<file path="src/rtl/uart_tx_cfg.sv">
// uart_tx_cfg
// UART transmitter with a compile-time frame format (5..9 data bits,
// none/odd/even parity, 1 or 2 stop bits) fed by a small input FIFO.
// Frames are sent back to back with no idle gap while the FIFO holds data.
//
// Ports:
//   clk        in   clock
//   rst_n      in   asynchronous active-low reset
//   tx_valid   in   write request
//   tx_ready   out  FIFO can accept a word (level != FIFO_DEPTH)
//   tx_data    in   word to transmit, LSB first
//   tx         out  serial line, idle high, registered
//   tx_busy    out  high whenever the frame FSM is not idle
//   fifo_level out  current FIFO occupancy
module uart_tx_cfg #(
  parameter int CLK_FREQ   = 100000000,
  parameter int BAUD_RATE  = 115200,
  parameter int DATA_BITS  = 8,
  parameter int PARITY     = 0,
  parameter int STOP_BITS  = 1,
  parameter int FIFO_DEPTH = 16
) (
  input  logic                            clk,
  input  logic                            rst_n,
  input  logic                            tx_valid,
  output logic                            tx_ready,
  input  logic [DATA_BITS-1:0]            tx_data,
  output logic                            tx,
  output logic                            tx_busy,
  output logic [$clog2(FIFO_DEPTH+1)-1:0] fifo_level
);

  localparam int BAUD_DIV = CLK_FREQ / BAUD_RATE;
  localparam int BCW      = $clog2(BAUD_DIV);
  localparam int AW       = $clog2(FIFO_DEPTH);
  localparam int LW       = $clog2(FIFO_DEPTH + 1);
  // Wide enough to count up to 9 data bits or 2 stop bits.
  localparam int NW       = 4;

  typedef enum logic [2:0] {
    ST_IDLE,
    ST_START,
    ST_DATA,
    ST_PARITY,
    ST_STOP
  } state_t;

  // ---------------------------------------------------------------------
  // Input FIFO. Level is kept separately from the pointers so that full
  // and empty are unambiguous when the pointers are equal.
  // ---------------------------------------------------------------------
  logic [DATA_BITS-1:0] mem [FIFO_DEPTH];
  logic [AW-1:0]        wr_ptr;
  logic [AW-1:0]        rd_ptr;
  logic [LW-1:0]        level;
  logic                 push;
  logic                 pop;
  logic [DATA_BITS-1:0] head;

  assign tx_ready   = (level != LW'(FIFO_DEPTH));
  assign push       = tx_valid && tx_ready;
  assign head       = mem[rd_ptr];
  assign fifo_level = level;

  always_ff @(posedge clk) begin
    if (push) begin
      mem[wr_ptr] <= tx_data;
    end
  end

  // Pointers wrap naturally because FIFO_DEPTH is a power of two.
  always_ff @(posedge clk or negedge rst_n) begin
    if (!rst_n) begin
      wr_ptr <= '0;
      rd_ptr <= '0;
      level  <= '0;
    end else begin
      if (push) begin
        wr_ptr <= wr_ptr + AW'(1);
      end
      if (pop) begin
        rd_ptr <= rd_ptr + AW'(1);
      end
      unique case ({push, pop})
        2'b10:   level <= level + LW'(1);
        2'b01:   level <= level - LW'(1);
        default: level <= level;
      endcase
    end
  end

  // ---------------------------------------------------------------------
  // Frame FSM
  // ---------------------------------------------------------------------
  state_t               state;
  state_t               state_d;
  logic [BCW-1:0]       baud_cnt;
  logic [BCW-1:0]       baud_cnt_d;
  logic [NW-1:0]        bit_cnt;
  logic [NW-1:0]        bit_cnt_d;
  logic [DATA_BITS-1:0] shreg;
  logic [DATA_BITS-1:0] shreg_d;
  logic                 par_bit;
  logic                 par_bit_d;
  logic                 tx_d;
  logic                 baud_done;
  logic                 fifo_has_data;

  assign baud_done     = (baud_cnt == BCW'(BAUD_DIV - 1));
  assign fifo_has_data = (level != '0);
  assign tx_busy       = (state != ST_IDLE);

  function automatic logic calc_par(input logic [DATA_BITS-1:0] d);
    return (PARITY == 1) ? ~(^d) : (^d);
  endfunction

  always_comb begin
    state_d    = state;
    baud_cnt_d = baud_cnt;
    bit_cnt_d  = bit_cnt;
    shreg_d    = shreg;
    par_bit_d  = par_bit;
    pop        = 1'b0;

    // Baud counter only runs inside a frame and restarts at every bit
    // boundary.
    if (state != ST_IDLE) begin
      baud_cnt_d = baud_done ? '0 : baud_cnt + BCW'(1);
    end

    unique case (state)
      ST_IDLE: begin
        if (fifo_has_data) begin
          pop = 1'b1;
        end
      end
      ST_START: begin
        if (baud_done) begin
          state_d = ST_DATA;
        end
      end
      ST_DATA: begin
        if (baud_done) begin
          if (bit_cnt == NW'(DATA_BITS - 1)) begin
            bit_cnt_d = '0;
            state_d   = (PARITY != 0) ? ST_PARITY : ST_STOP;
          end else begin
            bit_cnt_d = bit_cnt + NW'(1);
            shreg_d   = shreg >> 1;
          end
        end
      end
      ST_PARITY: begin
        if (baud_done) begin
          bit_cnt_d = '0;
          state_d   = ST_STOP;
        end
      end
      ST_STOP: begin
        if (baud_done) begin
          if (bit_cnt == NW'(STOP_BITS - 1)) begin
            bit_cnt_d = '0;
            if (fifo_has_data) begin
              pop = 1'b1;
            end else begin
              state_d = ST_IDLE;
            end
          end else begin
            bit_cnt_d = bit_cnt + NW'(1);
          end
        end
      end
      default: begin
        state_d = ST_IDLE;
      end
    endcase

    // A pop from IDLE or from the end of STOP both load the next frame, so
    // the load is shared here rather than duplicated in each state.
    if (pop) begin
      shreg_d    = head;
      par_bit_d  = calc_par(head);
      bit_cnt_d  = '0;
      baud_cnt_d = '0;
      state_d    = ST_START;
    end

    // Line level is derived from the next state so tx can be registered
    // and still change on the same edge as the state.
    unique case (state_d)
      ST_START:  tx_d = 1'b0;
      ST_DATA:   tx_d = shreg_d[0];
      ST_PARITY: tx_d = par_bit_d;
      default:   tx_d = 1'b1;
    endcase
  end

  always_ff @(posedge clk or negedge rst_n) begin
    if (!rst_n) begin
      state    <= ST_IDLE;
      baud_cnt <= '0;
      bit_cnt  <= '0;
      shreg    <= '0;
      par_bit  <= 1'b0;
      tx       <= 1'b1;
    end else begin
      state    <= state_d;
      baud_cnt <= baud_cnt_d;
      bit_cnt  <= bit_cnt_d;
      shreg    <= shreg_d;
      par_bit  <= par_bit_d;
      tx       <= tx_d;
    end
  end

endmodule

</file>
<file path="config.mk">
export PLATFORM = sky130hd
export DESIGN_NAME = uart_tx_cfg
export DESIGN_NICKNAME = d
export VERILOG_FILES = /design/src/rtl/uart_tx_cfg.sv
export SDC_FILE = /design/constraint.sdc
export NUM_CORES = 1
export LEC_CHECK = 0
export CAP_MARGIN = 20
export CORE_AREA = 3 3 173 175
export DETAILED_ROUTE_END_ITERATION = 8
export DIE_AREA = 0 0 176 178
export GPL_TIMING_DRIVEN = 0
export SLEW_MARGIN = 20
export SYNTH_ARGS = -nofsm -noshare
export SYNTH_HDL_FRONTEND = slang
export SYNTH_SLANG_ARGS = --single-unit
</file>
<file path="constraint.sdc">
create_clock -name clk -period 7.9 [get_ports clk]
set_clock_uncertainty 0.1 [all_clocks]
set_input_delay 1.185 -clock clk [delete_from_list [all_inputs] [get_ports clk]]
set_output_delay 1.185 -clock clk [all_outputs]
set_load 0.05 [all_outputs]
</file>
### Word level (Yosys, flattened, before mapping)

Memories as Yosys holds them, arrays and structs flattened.
Cells that the tools add are included.

| storage, ports and cells | value |
|---|---|
| bits in latches | 0 |
| output and inout bits | 8 |
| bits in read-only memories | 0 |
| register bits | 40 |
| memories kept | 1 |
| memory bits (writable) | 128 |
| word-level logic and storage cells | 78 |
| input bits | 11 |

Memory list:

| memory | depth | bits a word | read ports | clocked after memory_dff | wr ports | line | RTL |
|---|---|---|---|---|---|---|---|
| mem | 16 | 8 | 1 | 0 | 1 | 52 | `logic [DATA_BITS-1:0] mem [FIFO_DEPTH];` |

| cells by class | value |
|---|---|
| bitwise logic cells | 0 |
| mux-type cells | 32 |
| divide/modulo/power cells | 0 |
| $lt $le $gt $ge | 0 |
| reductions and logical operators | 13 |
| shift operators | 0 |
| multipliers | 0 |
| eq/ne operators | 16 |
| $add $sub $neg | 6 |

Operators with widths:

| kind | number |
|---|---|
| $mux W8 | 4 |
| $mux W10 | 3 |
| $mux W3 | 8 |
| $mux W4 | 6 |
| $pmux W3 S5 | 1 |
| $add A4 B1 Y4 const B | 3 |
| $eq A3 B2 Y1 const B | 4 |
| $pmux W4 S3 | 1 |
| $add A10 B1 Y10 const B | 1 |
| $eq A10 B10 Y1 const B | 1 |
| $pmux W5 S2 | 1 |
| $ne A3 B3 Y1 const B | 3 |
| $reduce_bool A2 Y1 | 4 |
| $reduce_xor A8 Y1 | 1 |
| $eq A3 B1 Y1 const B | 2 |
| $mux W1 | 6 |
| $add A5 B1 Y5 const B | 1 |
| $ne A5 B5 Y1 const B | 1 |
| $reduce_bool A5 Y1 | 1 |
| $sub A5 B1 Y5 const B | 1 |
| $eq A4 B3 Y1 const B | 1 |
| $logic_not A4 Y1 | 1 |
| $reduce_and A4 Y1 | 1 |
| $reduce_bool A4 Y1 | 1 |
| 10 further kinds | 10 |

### Depth between registers and ports, before layout

Gate-level depths: netlist (run 1).

| logic depth | value |
|---|---|
| depth in word-level cells | 8 |
| depth in mapped cells | 16 |
| mapped depth without buffers | 15 |

### Worst setup path before layout (run 1)

No wires, ideal clock.

| path | value |
|---|---|
| path type | register to register |
| start | register level[1], in the netlist fifo_level[1] |
| end | register level[4], in the netlist fifo_level[4] |
| data arrival time | 3.149 ns |
| data required time | 7.654 ns |
| setup slack | 4.505 ns |
| path buffers | 1 |
| library setup time | 0.146 ns |
| clock period less this slack | 3.395 ns |
| stages on the path, launching flop included | 15 |
| path through | dfrtp_1 nor4_1 nand2_1 and2_1 clkbuf_1 inv_1 ha_1 inv_1 fa_1 inv_1 a21o_1 a21oi_1 xnor2_1 nor2_1 xor2_1 |

| between the ends | value |
|---|---|
| elaborated cells on any way between the ends | 13 |
| those cells by class | add/sub: 2; eq/ne: 3; mux: 5; reduce/logical: 3 |

RTL lines:

| item | line | RTL |
|---|---|---|
| start: declaration | 55 | `logic [LW-1:0] level;` |
| start signal: assignment | 85 | `2'b10: level <= level + LW'(1);` |
| start signal: assignment | 86 | `2'b01: level <= level - LW'(1);` |
| start signal: assignment | 87 | `default: level <= level;` |
| $ne A5 B5 Y1 * | 60 | `assign tx_ready = (level != LW'(FIFO_DEPTH));` |
| via tx_ready | 26 | `output logic tx_ready,` |
| $logic_and A1 B1 Y1 * | 61 | `assign push = tx_valid && tx_ready;` |
| $eq A2 B1 Y1 / $eq A2 B2 Y1 (equally long branches) | 84 | `unique case ({push, pop})` |
| $pmux W5 S2 / $reduce_bool A2 Y1 (equally long branches) | n/a |  |

Mark *: on every way through the listed nets, which the timed path passes. The rest lies on a longest branch.
A chain may end at the register's enable or synchronous reset.

### Worst setup path in the final report (run 1)

| path | value |
|---|---|
| start | register baud_cnt[5] |
| end | register level[4], in the netlist fifo_level[4] |

| between the ends | value |
|---|---|
| word-level cells in the longest chain between the ends | 5 |
| elaborated cells on any way between the ends | 7 |
| those cells by class | eq/ne: 3; mux: 3; reduce/logical: 1 |

RTL lines:

| item | line | RTL |
|---|---|---|
| start: declaration | 97 | `logic [BCW-1:0] baud_cnt;` |
| start signal: assignment | 208 | `baud_cnt <= baud_cnt_d;` |
| $eq A10 B10 Y1 * | 109 | `assign baud_done = (baud_cnt == BCW'(BAUD_DIV - 1));` |
| $mux W1 * | 160 | `if (baud_done) begin` |
| $pmux W1 S2 * | 131 | `unique case (state)` |
| $eq A2 B1 Y1 / $eq A2 B2 Y1 (equally long branches) | 84 |  |
| $pmux W5 S2 / $reduce_bool A2 Y1 (equally long branches) | n/a |  |

Mark *: on every way between the ends. The rest lies on a longest branch, timed or not.

==> results.md, run 1 <==
* Register area share after synthesis at between 60% and 70%
* Largest net degree at the start of global routing at 26
* Cell family with most CP delay: simple AND/OR/NAND/NOR gates
* Cell Pwr Density at between 300 and 400 nW/um^2
* F_max at approximately 0.27 GHz
* Fin crit share at 47.4%
* Main synth FF type: edfxtp_1
* Core area at approximately 29000 um^2
* Hold WC Path Type: reg -> reg
* Total setup buffers inserted after CTS at 0
* Layout area overhead at 17.2%
* Die footprint at 31300 um^2
* Initial DRC Count at ~250
* Gate Count Post-Synth at 450
* Minimum clock period at approximately 3700 ps
* Post-synth cell types at between 40 and 50
* Number of vias per cell at between 4 and 5
* I/O pin total at 19
* Filler cells at about 2900
* Wire length per cell at approximately 16 um
* Fin nets at just over 500
* Detailed Routing Iterations Pass 1 at 4
* Gpl congestion at 0.753
* PostCTS Resize Cnt at 0
* Total GRT Usage at a little under a tenth
* P_sw at 0.990 mW
* Setup-failing EPs final at 0
* Fin. max-slew vios at 0
* Final TNS setup at 0 ps
* Kind of critical path: reg -> reg
* Final core utilization at between 20 and 30%
* Crit path launch type: flip-flop
* Layout cell share with drive strength beyond 1 at between 15 and 20%
* MaxCap Viol Count at 0
* Status: complete, no violations
* Vias in the first global route at 3889
* Slew @ Worst Pin at 952 ps
* # port buffers at 18
* Cell Int Power at roughly 1.9 mW
* Hold buffers post-CTS at 0
* Clock power frac at 25.9%
* VDD IR-drop max at just under 0.2 mV
* P_leak at 2.83 nW
* Gate power share at about a third
* Initial Util at 24.8%
* Die Span Y at around 180 um
* TritonCTS clock tree: built
* Gr ovfl total at 0
* Initial antenna violation count at 0
* First-pass GRT wire length at 22.2 mm
* Clock Sinks at approximately 170
* Final Hold Fails at 0
* Post-synth EDFFs at between 100 and 150
* Vias at between 3000 and 4000
* Root Driver: clkbuf_16
* YS warnings at 0
* ANT nets after route at 0
* Worst EP required at about 8100 ps
* Post-Syn Nets at between 400 and 500
* RSZ-0062 raised after global routing: false
* Sw Share at 34.1%
* Crit Path Max Fanout at 10
* Max stage delay on crit path at 570 ps
* H-tree levels at 4
* TritonCTS buffer count at 17
* Post-Syn Area at approximately 7100 um^2
* Slowest cell on the critical path: a2111o_1
* Hpwl dp at 9.11 mm
* CP bufs+invs at 4
* Clk buf depth at 2
* Clock Latency Late Sink at 420 ps
* Final wirelength at roughly 14 mm
* Antenna diodes at 0
* Seq pwr share at about two fifths
* Cell mode on critical path: inv_1
* Max transition margin at between 30% and 40%
* Die Width at about 180 um
* Row count at 62
* Crit path DAT at about 4000 ps
* FF+latch count, synth at roughly 170
* Clock transition at path regs at ~60 ps
* Crit-path cells: nand2_2, or4_1, nor3_2, nand2_1, a2111o_1, clkinv_4, buf_6, ha_1, inv_1, fa_1, inv_1, a21o_1, a21oi_1, xnor2_1, nor2_1, xor2_1
* Asr flop ratio synth at between 20% and 30%
* Critical Path End Type: flip-flop
* Number of remaining DRC errors at 0
* Mapped Avg Cell Area at between 15 and 20 um^2
[final timing paths]
path | start | endpoint | slack (ps) | cells past startpoint
max | baud_cnt[5]$_DFFE_PN0P_ | fifo_level[4]$_DFFE_PN0P_ | 4150 | 16
min | baud_cnt[8]$_DFFE_PN0P_ | baud_cnt[8]$_DFFE_PN0P_ | 420 | 1
max reg2reg | baud_cnt[5]$_DFFE_PN0P_ | fifo_level[4]$_DFFE_PN0P_ | 4150 | 16
min reg2reg | baud_cnt[8]$_DFFE_PN0P_ | baud_cnt[8]$_DFFE_PN0P_ | 420 | 1
max in group asynchronous | rst_n | tx$_DFF_PN1_ | 6560 | 2
min in group asynchronous | rst_n | fifo_level[2]$_DFFE_PN0P_ | 590 | 1
[layer usage]
metal | track usage [%] | part of all wire [%] | wire length (um)
met1 | 13.1 | 48 | 6730
met2 | 14.2 | 45 | 6360
met3 | 2.41 | 5.2 | 724
met4 | 3.53 | 1.6 | 226
met5 | 0 | 0 | 0
[placed cells by master (no fill, tap or decap), drive strengths merged, types with 3 or more instances in the layout]
master,netlist,layout
nand4,3,3
clkbuf,10,28
nor3,8,8
xor2,5,5
clkinvlp,0,4
edfxtp,128,128
nand2,41,41
o31ai,4,4
inv,12,16
dfrtp,39,39
xnor2,17,17
buf,8,10
nor2b,4,4
nand2b,4,4
ha,12,12
mux4,32,32
nand3,9,9
a22oi,14,14
nor4,3,3
a21oi,11,11
nor2,32,32
clkdlybuf4s50,0,17
o21ai,22,22
mux2i,10,10
clkinv,1,7
[power groups by stage]
stage          clock [mW]  sequential [mW]  combinational (mW)
2_1_floorplan           0             1.21               0.689
4_1_cts             0.774             1.17                1.00
5_1_grt             0.811             1.18                1.08
6_report            0.752             1.16               0.988
3_3_place_gp            0             1.18               0.981
3_5_place_dp            0             1.18                1.00
[per-stage QoR]
step | hold slack, ps | total power [mW] | area, um^2 | setup slack (ps) | instances
after CTS | 416 | 2.94 | 8330 | 4110 | 885
after global routing | 457 | 3.07 | 8330 | 3880 | 885
after detailed placement | 408 | 2.18 | 7800 | 4130 | 853
after global placement | 414 | 2.16 | 7760 | 3860 | 852
after floorplan | 366 | 1.90 | 7100 | 4510 | 450
final | 415 | 2.90 | 8330 | 4150 | 885
[sequential cells by signal (all words and copies together), names as in the netlist]
signal / cells
baud_cnt: 10
bit_cnt: 4
fifo_level: 5
mem: 128
par_bit: 1
rd_ptr: 4
shreg: 8
state: 3
tx: 1
wr_ptr: 4
[cells in the mapped netlist, types with 2 or more instances]
master,n,area share (%)
a21o_1,2,0.21
nor2b_1,4,0.35
nor3b_1,2,0.21
nand2_1,40,2.1
nor2_1,31,1.6
buf_1,2,0.11
buf_2,4,0.28
mux2i_1,10,1.4
edfxtp_1,128,54
ha_1,12,2.1
o31ai_1,4,0.42
nand2b_1,4,0.35
dfrtp_1,39,14
mux4_2,32,10
nor4_1,3,0.26
a21oi_1,11,0.78
inv_1,12,0.63
xor2_1,5,0.62
buf_6,2,0.32
a22oi_1,14,1.5
nand3b_1,2,0.21
clkbuf_1,10,0.53
or4_1,2,0.21
xnor2_1,16,2.0
and3_1,2,0.18
a22o_1,2,0.25
and2_1,2,0.18
o21ai_0,15,1.1
nor3_1,7,0.49
nand3_1,9,0.63
nand4_1,2,0.18
o21ai_1,7,0.49
[kinds of logic (layout without fill, tap and decap cells)]
logic type	count (synthesis)	after routing	synth area share [%]
AO/OA/AOI/OAI	57	57	4.97
XOR/XNOR	22	22	2.82
adder cells (fa/ha/maj)	13	13	2.40
buffers and inverters	31	82	1.99
flip-flops	168	168	68.2
multiplexers	44	44	11.9
AND/OR/NAND/NOR	115	115	7.72
[cell type report]
class / instances / area, um^2 / share of cell area (%)
Timing Repair Buffer: 19 / 195 / 2.34
Multi-Input combinational cell: 251 / 2130 / 25.6
Tap cell: 384 / 480 / 5.77
Sequential cell: 168 / 4850 / 58.2
Buffer: 18 / 87.6 / 1.05
Clock buffer: 18 / 429 / 5.15
Clock inverter: 14 / 98.8 / 1.19
Inverter: 13 / 53.8 / 0.646
Power figures use the tool's default switching activity.
==> inputs of run 2 (changes only) <==
==> constraint.sdc (replaced) <==
create_clock -name clk -period 3.9 [get_ports clk]
set_clock_uncertainty 0.1 [all_clocks]
set_input_delay 0.585 -clock clk [delete_from_list [all_inputs] [get_ports clk]]
set_output_delay 0.585 -clock clk [all_outputs]
set_load 0.05 [all_outputs]
==> run 2 against run 1 <==
Critical path depth stayed put. Hold slack about the same. Register-to-register slack got worse by 3900 ps. Via count is 0.21% higher. Worst setup slack lost 3900 ps. Routed wire length up 0.18%. Sequential power grew 100%. Final cell count grew 0.34%. Combinational power is 100% higher. Critical path type unchanged. Critical endpoint unchanged. Highest routed layer unchanged.
==> results.md, run 2 (same netlist as run 1, synthesis figures left out) <==
* Crit path DAT at 3850 ps (-100 ps)
* ANT nets after route at 0 (unchanged)
* # port buffers at 18 (unchanged)
* Initial Util at 24.8% (unchanged)
* Detailed Routing Iterations Pass 1 at 5 (+1)
* Initial antenna violation count at 0 (unchanged)
* Top reg by flops: mem
* Clock Sinks at 168 (unchanged)
* Met2 Track Usage GR at 14.2% (unchanged)
* Vias at 3882 (+0.21%)
* Clock Latency Late Sink at 430 ps (about the same)
* Die Span Y at 178 um (unchanged)
* Setup-failing EPs final at 0 (unchanged)
* Busiest grt layer: met2
* Clock transition at path regs at 60 ps (about the same)
* Total GRT Usage at 9.40% (unchanged)
* Final wirelength at 14.1 mm (+0.18%)
* Crit-path cells: nand2_2, or4_1, nor3_2, nand2_1, a2111o_1, clkinv_4, buf_6, ha_1, inv_1, fa_1, inv_1, a21o_1, a21oi_1, xnor2_1, nor2_1, xor2_1
* Slowest cell on the critical path: or4_1
* Number of flip-flops in the largest register at 128 (unchanged)
* Final Hold Fails at 0 (unchanged)
* Sw Share at 34.1% (+0.041 points)
* Post-DP Area at 7800 um^2 (unchanged)
* Seq pwr share at 40.0% (about the same)
* Met3 Usage GRT at 2.41% (unchanged)
* Final worst slack at 253 ps (-3900 ps)
* P_sw at 2.01 mW (+100%)
* Max transition margin at 37.3% (+0.98 points)
* Routing usage on met1 at 13.1% (unchanged)
* Registers with the most flip-flops: mem: 128 flops, baud_cnt: 10 flops, shreg: 8 flops
* Crit Path Max Fanout at 10 (unchanged)
* Number of vias per cell at 4.37 (-0.13%)
* F_max at 0.274 GHz (+2.7%)
* Die Width at 176 um (unchanged)
* Core area at 28600 um^2 (unchanged)
* Gpl congestion at 0.753 (unchanged)
* VDD IR-drop max at 0.400 mV (+100%)
* MaxCap Viol Count at 0 (unchanged)
* Gr ovfl total at 0 (unchanged)
* Root Driver: clkbuf_16
* Area occupied by multi-input gates at 2130 um^2 (unchanged)
* Clock power frac at 25.9% (about the same)
* TritonCTS clock tree: built
* Clk buf depth at 2 (unchanged)
* Pre-CTS setup slack at 150 ps (-3980 ps)
* Fin. max-slew vios at 0 (unchanged)
* Layout cell share with drive strength beyond 1 at 16.1% (+0.30 points)
* Cell mode on critical path: inv_1
* Slew @ Worst Pin at 937 ps (-14.7 ps)
* Kind of critical path: reg -> reg
* Die footprint at 31300 um^2 (unchanged)
* Wire length per cell at 15.8 um (-0.16%)
* Cell Pwr Density at 706 nW/um^2 (+100%)
* Max stage delay on crit path at 500 ps (-70 ps)
* Crit path launch type: flip-flop
* I/O pin total at 19 (unchanged)
* Commonest non-fill, non-tap cell in the layout: edfxtp_1
* Critical Path End Type: flip-flop
* Commonest non-fill, non-tap cells in the layout: edfxtp_1, nand2_1, dfrtp_1
* Minimum clock period at 3650 ps (-98.0 ps)
* First-pass GRT wire length at 22.2 mm (unchanged)
* Initial DRC Count at 266 (+5.1%)
* TritonCTS buffer count at 17 (unchanged)
* Largest net degree at the start of global routing at 26 (unchanged)
* Number of remaining DRC errors at 0 (unchanged)
* Register Area at 4850 um^2 (unchanged)
* P_leak at 2.84 nW (+0.45%)
* Hpwl dp at 9.11 mm (unchanged)
* Hold WC Path Type: reg -> reg
* Cell Int Power at 3.88 mW (+100%)
* Worst EP required at 4100 ps (-4000 ps)
* Fin crit share at 93.5% (+46 points)
* Final hold slack at 415 ps (+0.00600 ps)
* Gate power share at 34.1% (about the same)
* Antenna diodes at 0 (unchanged)
* Layout area overhead at 17.6%
* Filler cells at 2850 (-0.035%)
* H-tree levels at 4 (unchanged)
* Status: complete, no violations
* Fin nets at 515 (+0.59%)
* Vias in the first global route at 3889 (unchanged)
* Fin area at 8350 um^2 (+0.30%)
* Row count at 62 (unchanged)
==> run 2: cell types whose count changed in the layout (fill, tap and decap cells not counted) <==
cell | previous run | this run
buf_4 | 0 | 2
dlygate4sd3_1 | 0 | 1
==> run 2: worst paths after layout <==
path,start,endpoint,slack (ps),cells past startpoint
setup / recovery,baud_cnt[5]$_DFFE_PN0P_,fifo_level[4]$_DFFE_PN0P_,250,16
hold / removal,baud_cnt[8]$_DFFE_PN0P_,baud_cnt[8]$_DFFE_PN0P_,420,1
setup reg to reg,baud_cnt[5]$_DFFE_PN0P_,fifo_level[4]$_DFFE_PN0P_,250,16
hold reg to reg,baud_cnt[8]$_DFFE_PN0P_,baud_cnt[8]$_DFFE_PN0P_,420,1
max in group asynchronous,rst_n,tx$_DFF_PN1_,2620,3
min in group asynchronous,rst_n,fifo_level[2]$_DFFE_PN0P_,530,2
==> run 2: power by group through the flow <==
stage               logic [mW]  registers (mW)  clock network (mW)
floorplan                 1.40            2.44                   0
global placement          1.99            2.39                   0
detailed placement        2.02            2.40                   0
CTS                       2.03            2.36                1.57
global route              2.20            2.39                1.64
finish                    2.01            2.36                1.53
==> run 2: critical path: cells and delay by family (launching register included) <==
kind | cells | cell delay [ps]
compound gates | 3 | 670
simple gates | 5 | 910
xor+xnor | 2 | 280
buf+inv | 4 | 460
fa+ha+maj | 2 | 640
flops | 1 | 450
==> run 2: cell type report <==
cell class                      count  share of cell area (%)
Buffer                             18                    1.05
Timing Repair Buffer               22                    2.64
Multi-Input combinational cell    251                    25.6
Clock buffer                       18                    5.14
Tap cell                          384                    5.75
Clock inverter                     14                    1.18
Inverter                           13                   0.644
Sequential cell                   168                    58.0
==> run 2: routing by layer <==
| layer | vias to the layer above | share of wire [%] |
|---|---|---|
| met5 | - | 0 |
| met4 | 0 | 1.6 |
| met3 | 23 | 4.8 |
| met2 | 97 | 45 |
| met1 | 1966 | 48 |
| li1 | 1796 | - |
==> run 2: repair_timing <==
action | CTS | global route
endpoints found under the setup margin | 0 | 1
setup buffers | 0 | 2
hold endpoints to repair | 15 | 0
gates resized for setup | 0 | 0
hold buffers | 1 | 0
==> run 2: metrics by stage <==
stage / cells / total power [mW] / util (%) / setup TNS (ps)
detailed placement: 853 / 4.42 / 27.2 / 0
global route: 888 / 6.23 / 29.2 / -3.34
floorplan: 450 / 3.84 / - / 0
finish: 888 / 5.89 / 29.2 / 0
global placement: 852 / 4.38 / 27.1 / 0
CTS: 886 / 5.96 / 29.1 / 0
==> inputs of run 3 (changes only) <==
--- a/config.mk
+++ b/config.mk
@@ -14,3 +14,4 @@
 export SYNTH_ARGS = -nofsm -noshare
 export SYNTH_HDL_FRONTEND = slang
 export SYNTH_SLANG_ARGS = --single-unit
+export TNS_END_PERCENT = 50
==> results of run 3 <==
Same layout as run 2: the final DEF is identical, and so are final timing and power.
